<file path="config.mk">
export PLATFORM = sky130hd
export DESIGN_NAME = mem_read_port_flat
export DESIGN_NICKNAME = d
export VERILOG_FILES = /design/src/rtl/mem_read_port_if.sv /design/src/rtl/mem_read_port.sv /design/src/flat_wrapper.sv
export SDC_FILE = /design/constraint.sdc
export NUM_CORES = 1
export LEC_CHECK = 0
export BUFFER_PORTS_ARGS = -buffer_cell sky130_fd_sc_hd__buf_2
export CAP_MARGIN = 20
export CORE_ASPECT_RATIO = 1.1
export CORE_MARGIN = 1.5
export CORE_UTILIZATION = 48
export CTS_CLUSTER_DIAMETER = 150
export CTS_CLUSTER_SIZE = 40
export DETAILED_ROUTE_END_ITERATION = 8
export HOLD_SLACK_MARGIN = 0.06
export MAX_ROUTING_LAYER = met4
export PLACE_DENSITY = 0.79
export SLEW_MARGIN = 25
export SYNTH_ARGS = -nofsm -noshare
export SYNTH_HDL_FRONTEND = slang
export SYNTH_SLANG_ARGS = --single-unit
</file>
<file path="constraint.sdc">
create_clock -name Clk -period 1.8 [get_ports Clk]
set_input_delay 0 -clock Clk [delete_from_list [all_inputs] [get_ports Clk]]
set_output_delay 0 -clock Clk [all_outputs]
set_load 0.02 [all_outputs]
</file>
<file path="src/rtl/mem_read_port_if.sv">
// Load-port bundle: datapath request/response and the word-wide data memory read bus.
// The master side is the datapath together with the memory. The slave side is the read port.
// Handshake: Req is taken on a rising edge only while Busy=0. Each accepted legal request
// gives one Mem_RE cycle. Every request taken ends in exactly one Valid pulse, with Err
// set when the request was rejected. A Req seen while Busy=1 is dropped.
interface mem_read_port_if #(
    parameter int ADDR_W = 12
);
    logic              Req;
    logic [ADDR_W-1:0] Addr;
    logic [1:0]        Size;
    logic              Unsigned;
    logic              Mem_RE;
    logic [ADDR_W-3:0] Mem_Addr;
    logic [31:0]       Mem_Data;
    logic              Busy;
    logic              Valid;
    logic              Err;
    logic [31:0]       Dout;

    modport master (
        output Req, Addr, Size, Unsigned, Mem_Data,
        input  Mem_RE, Mem_Addr, Busy, Valid, Err, Dout
    );

    modport slave (
        input  Req, Addr, Size, Unsigned, Mem_Data,
        output Mem_RE, Mem_Addr, Busy, Valid, Err, Dout
    );
endinterface

</file>
<file path="src/rtl/mem_read_port.sv">
// Load read port. It issues a single read strobe to a fixed-latency data memory.
// It then extracts the addressed byte, half or word from the returned word and
// extends it. The result is presented on a held Dout with a one-cycle Valid pulse.
module mem_read_port #(
    parameter int ADDR_W  = 12,
    parameter int LATENCY = 2
) (
    input  logic                Clk,
    input  logic                Rst_n,
    mem_read_port_if.slave      bus,
    output logic [1:0]          state_dbg_o
);

    localparam int CNT_W = (LATENCY < 1) ? 1 : $clog2(LATENCY + 1);
    localparam logic [CNT_W-1:0] LAT_C = CNT_W'(LATENCY);

    typedef enum logic [1:0] {
        IDLE = 2'd0,
        ERR  = 2'd1,
        WAIT = 2'd2,
        DONE = 2'd3
    } state_e;

    state_e            state_q, state_d;
    logic [CNT_W-1:0]  cnt_q, cnt_d;
    logic [ADDR_W-3:0] mem_addr_q;
    logic [1:0]        lane_q;
    logic [1:0]        size_q;
    logic              uns_q;
    logic [31:0]       dout_q;

    logic              accept;
    logic              legal;
    logic              capture;
    logic [7:0]        byte_sel;
    logic [15:0]       half_sel;
    logic [31:0]       ext_data;

    // A new request can be taken in any state except WAIT. This covers back-to-back issue from DONE/ERR.
    assign accept  = bus.Req && (state_q != WAIT);
    // Memory data is valid in the final WAIT cycle, which is when the counter reaches zero.
    assign capture = (state_q == WAIT) && (cnt_q == '0);

    // Classify the incoming request: the size must be legal and the address naturally aligned.
    always_comb begin
        legal = 1'b0;
        case (bus.Size)
            2'b00:   legal = 1'b1;
            2'b01:   legal = ~bus.Addr[0];
            2'b10:   legal = (bus.Addr[1:0] == 2'b00);
            default: legal = 1'b0;
        endcase
    end

    // State register and latency down-counter.
    always_ff @(posedge Clk or negedge Rst_n) begin
        if (!Rst_n) begin
            state_q <= IDLE;
            cnt_q   <= '0;
        end else begin
            state_q <= state_d;
            cnt_q   <= cnt_d;
        end
    end

    // Next-state logic. WAIT spans LATENCY+1 cycles: counter goes LATENCY..0.
    always_comb begin
        state_d = state_q;
        cnt_d   = cnt_q;
        case (state_q)
            WAIT: begin
                if (cnt_q == '0) begin
                    state_d = DONE;
                end else begin
                    cnt_d = cnt_q - CNT_W'(1);
                end
            end
            default: begin
                if (accept) begin
                    if (legal) begin
                        state_d = WAIT;
                        cnt_d   = LAT_C;
                    end else begin
                        state_d = ERR;
                    end
                end else begin
                    state_d = IDLE;
                end
            end
        endcase
    end

    // Latch the request attributes when the request is accepted, so later input changes cannot disturb the access.
    always_ff @(posedge Clk or negedge Rst_n) begin
        if (!Rst_n) begin
            mem_addr_q <= '0;
            lane_q     <= 2'b00;
            size_q     <= 2'b00;
            uns_q      <= 1'b0;
        end else if (accept && legal) begin
            mem_addr_q <= bus.Addr[ADDR_W-1:2];
            lane_q     <= bus.Addr[1:0];
            size_q     <= bus.Size;
            uns_q      <= bus.Unsigned;
        end
    end

    // Little-endian lane extraction followed by sign or zero extension.
    always_comb begin
        byte_sel = 8'h00;
        half_sel = 16'h0000;
        ext_data = 32'h0000_0000;
        case (lane_q)
            2'd0:    byte_sel = bus.Mem_Data[7:0];
            2'd1:    byte_sel = bus.Mem_Data[15:8];
            2'd2:    byte_sel = bus.Mem_Data[23:16];
            default: byte_sel = bus.Mem_Data[31:24];
        endcase
        half_sel = lane_q[1] ? bus.Mem_Data[31:16] : bus.Mem_Data[15:0];
        case (size_q)
            2'b00:   ext_data = {{24{byte_sel[7] & ~uns_q}}, byte_sel};
            2'b01:   ext_data = {{16{half_sel[15] & ~uns_q}}, half_sel};
            default: ext_data = bus.Mem_Data;
        endcase
    end

    // The result register changes only on a completed memory load. Error responses leave it as it was.
    always_ff @(posedge Clk or negedge Rst_n) begin
        if (!Rst_n) begin
            dout_q <= 32'h0000_0000;
        end else if (capture) begin
            dout_q <= ext_data;
        end
    end

    // Outputs decoded from state. The strobe is the first WAIT cycle, where the counter still holds LATENCY.
    always_comb begin
        bus.Mem_RE   = (state_q == WAIT) && (cnt_q == LAT_C);
        bus.Busy     = (state_q == WAIT);
        bus.Valid    = (state_q == DONE) || (state_q == ERR);
        bus.Err      = (state_q == ERR);
        bus.Mem_Addr = mem_addr_q;
        bus.Dout     = dout_q;
        state_dbg_o  = state_q;
    end

endmodule

</file>
<file path="src/flat_wrapper.sv">
// flat-port wrapper written by rule: the top's interface ports become plain ports
module mem_read_port_flat 
#(
    parameter int ADDR_W  = 12,
    parameter int LATENCY = 2
)
  (Clk, Rst_n, state_dbg_o, bus_Req, bus_Addr, bus_Size, bus_Unsigned, bus_Mem_Data, bus_Mem_RE, bus_Mem_Addr, bus_Busy, bus_Valid, bus_Err, bus_Dout);
  mem_read_port_if #(.ADDR_W(ADDR_W)) bus_i ();
  input  logic Clk;
  input  logic Rst_n;
  output logic [1:0] state_dbg_o;
  input wire logic [$bits(bus_i.Req)-1:0] bus_Req;
  input wire logic [$bits(bus_i.Addr)-1:0] bus_Addr;
  input wire logic [$bits(bus_i.Size)-1:0] bus_Size;
  input wire logic [$bits(bus_i.Unsigned)-1:0] bus_Unsigned;
  input wire logic [$bits(bus_i.Mem_Data)-1:0] bus_Mem_Data;
  output wire logic [$bits(bus_i.Mem_RE)-1:0] bus_Mem_RE;
  output wire logic [$bits(bus_i.Mem_Addr)-1:0] bus_Mem_Addr;
  output wire logic [$bits(bus_i.Busy)-1:0] bus_Busy;
  output wire logic [$bits(bus_i.Valid)-1:0] bus_Valid;
  output wire logic [$bits(bus_i.Err)-1:0] bus_Err;
  output wire logic [$bits(bus_i.Dout)-1:0] bus_Dout;
  assign bus_i.Req = bus_Req;
  assign bus_i.Addr = bus_Addr;
  assign bus_i.Size = bus_Size;
  assign bus_i.Unsigned = bus_Unsigned;
  assign bus_i.Mem_Data = bus_Mem_Data;
  assign bus_Mem_RE = bus_i.Mem_RE;
  assign bus_Mem_Addr = bus_i.Mem_Addr;
  assign bus_Busy = bus_i.Busy;
  assign bus_Valid = bus_i.Valid;
  assign bus_Err = bus_i.Err;
  assign bus_Dout = bus_i.Dout;
  mem_read_port #(.ADDR_W(ADDR_W), .LATENCY(LATENCY)) u_core (.Clk(Clk), .Rst_n(Rst_n), .bus(bus_i), .state_dbg_o(state_dbg_o));
endmodule
</file>
==> metrics.txt <==
DP HPWL=4.66 mm; actual slew at the worst max-slew pin=0.606 ns; final worst slack=0.104 ns; antenna violations before repair=0; CP arrival=1.88 ns; CTS Root Cell=clkbuf_8; dominant cells by area after synthesis=dfrtp_1 51%, nand2_1 4.4%, nor2_1 4.1%; Primary FF master, synth=dfrtp_1; EDFF count, synth=0; largest net degree at the start of global routing=39; remaining antenna violation count=0; DIE AREA=0.00563 sq mm; clock sinks=51; die height=78.5 microns; max-cap viol count=0; Register Area=0.00128 sq mm; H-tree depth=2; Mapped Area=0.00249 sq mm; post-synth top area cell=dfrtp_1; P_leak=1.67 nW; vias per cell=5.46; die width=71.7 microns; setup TNS=0 ns; # DRC=1; failing checks=DRC; Core Util, Final=between 70% and 80%; DR iter-0 viols=~210; post-layout min period=1.70 ns; Remaining Overflow, GRT=0; I/O Pins=98; final wirelength=6.91 mm; WL per Instance=between 15 and 20 microns; library cells used by synthesis=37; Worst VDD drop=0.976 mV; Setup violations, final=0; # port buffers=97; routed vias=2415; first-pass GRT wire length=10.9 mm; sequential area share after synthesis=51.3%; Antenna Cells=0; status=finished with violations; Clock Path Buffers=2; total power=6.08 mW; layout cells sized above 1=about 37%; Total GRT Usage=between 20% and 30%; Setup WS pre-CTS=0.198 ns; Multi-input gate area=0.00112 sq mm; Worst Path Required=approximately 2 ns; DRT Pass-1 Iters=9; RSZ-0062 raised after global routing=false; Post-Synthesis Cells=roughly 240; Syn Area/Cell=10.3 sq um; Clock transition at path regs=0.09 ns; Slew Limit Fails=0; Hold Path Class=input port to register; GP Congestion=0.859; CTS tree=yes; Filler cells=~380; Crit. End Element=register; fin nets=about 440; Fin. Hold Viols=0; Max FO, Critical Path=12; post-route cell area=0.00360 sq mm; Setup crit start kind=register; #FFs+latches synth=51; Starting Density=49.8%; synthesis-to-layout area growth=44.5%; clock latency at the later pin of the worst-skew pair=0.30 ns; Slew headroom=59.6%; CTS Buf Count=5; Power Dens Cells=roughly 1700 mW/mm^2; Synth async-reset ratio=100%; Post-CTS Setup Inserts=0; Setup Skew=roughly 0.0064 ns; Syn Nets=294; Yosys top cell area share=51.3%; Setup CP Type=register to register; Ys Warns=0; vias in the first global route=2339; placed cell areas=just over 0.003 sq mm; core area=about 0.005 sq mm; Max Freq=590 MHz; Row Count=27; Final period util=94.2%
==> cell families (layout without fill, tap and decap cells) <==
logic type,after synthesis,in the layout,synth area share (%)
flip-flops,51,51,51.3
AO/OA/AOI/OAI,73,73,20.2
multiplexers,23,23,10.0
buffers and inverters,20,162,3.92
AND/OR/NAND/NOR,73,73,13.6
adder cells (fa/ha/maj),2,2,1.00
==> through the flow <==
step                      hold slack (ns)  cells
final                              0.0653    442
after global routing               0.0861    442
after CTS                          0.0632    442
after detailed placement           0.0457    393
after global placement             0.0411    393
after floorplan                    -0.296    242
==> area by class of cell <==
cell class | instances | share of cell area [%]
Sequential cell | 51 | 35.5
Clock inverter | 1 | 0.139
Inverter | 5 | 0.522
Clock buffer | 6 | 2.30
Tap cell | 58 | 2.02
Timing Repair Buffer | 150 | 28.5
Multi-Input combinational cell | 171 | 31.0
==> worst max-delay path, cell delays in order (launching register included) <==
cell and delay, ns:
dfrtp_1 0.47, nand2b_1 0.41, or3_1 0.44, a21oi_1 0.16, o21ai_1 0.09
==> cells in the mapped netlist (all sizes together) (3+ instances only) <==
library cell   n
dfrtp         51
inv            5
nor2          28
o22a           6
nand2         29
mux2i          8
a22oi          6
a21oi         27
a221oi         9
mux2          15
clkbuf         6
buf            9
o21ai         19
nand2b         3
==> where the power goes <==
group / internal (mW) / switching [mW] / total, mW
Clock: 0.302 / 0.353 / 0.655
Combinational: 1.32 / 2.00 / 3.32
Sequential: 1.72 / 0.388 / 2.11
Total: 3.34 / 2.74 / 6.08
==> cell usage in the layout (no fill, tap or decap), types with 3 or more instances in the layout <==
cell,instances
nand2_1,29
nor2_1,27
buf_2,97
a221oi_1,9
mux2i_1,8
o21ai_0,17
a21oi_1,17
clkbuf_8,6
nand2b_1,3
dlygate4sd3_1,42
dfrtp_1,51
inv_2,3
buf_12,3
buf_4,8
mux2_2,8
a22oi_1,6
mux2_1,7
a21oi_2,10
o22a_1,6
==> state kept, by name, indices dropped and copies added, names as in the netlist <==
name,flops
u_core.size_q,2
u_core.cnt_q,2
u_core.bus.Mem_Addr,10
u_core.bus.Dout,32
u_core.lane_q,2
u_core.state_dbg_o,2
u_core.uns_q,1
==> routing by layer <==
layer | global-route usage [%] | part of all wire, % | up-vias
li1 | - | - | 1137
met5 | - | 0 | -
met1 | 32.6 | 42 | 1139
met3 | 3.85 | 7.0 | 17
met2 | 40.6 | 49 | 122
met4 | 9.43 | 2.3 | 0
==> worst paths after layout <==
| path | endpoint | from | cells after the start | slack, ns |
|---|---|---|---|---|
| min in group asynchronous | u_core.bus.Dout[0]$_DFFE_PN0P_ | Rst_n | 2 | 0.24 |
| max in group asynchronous | u_core.bus.Dout[8]$_DFFE_PN0P_ | Rst_n | 3 | 1.01 |
| hold / removal | u_core.bus.Dout[2]$_DFFE_PN0P_ | bus_Mem_Data[2] | 4 | 0.07 |
| hold reg to reg | u_core.bus.Mem_Addr[9]$_DFFE_PN0P_ | u_core.bus.Mem_Addr[9]$_DFFE_PN0P_ | 1 | 0.49 |
| setup / recovery | u_core.bus.Dout[6]$_DFFE_PN0P_ | u_core.size_q[0]$_DFFE_PN0P_ | 4 | 0.10 |
| setup reg to reg | u_core.bus.Dout[6]$_DFFE_PN0P_ | u_core.size_q[0]$_DFFE_PN0P_ | 4 | 0.10 |
==> what timing repair did <==
| item | CTS | global route |
|---|---|---|
| hold buffers | 42 | 0 |
| endpoints found under the setup margin | 0 | 0 |
| hold endpoints to repair | 65 | 0 |
| gates resized for setup | 0 | 0 |
No activity file was read; power rests on OpenSTA's default activity.
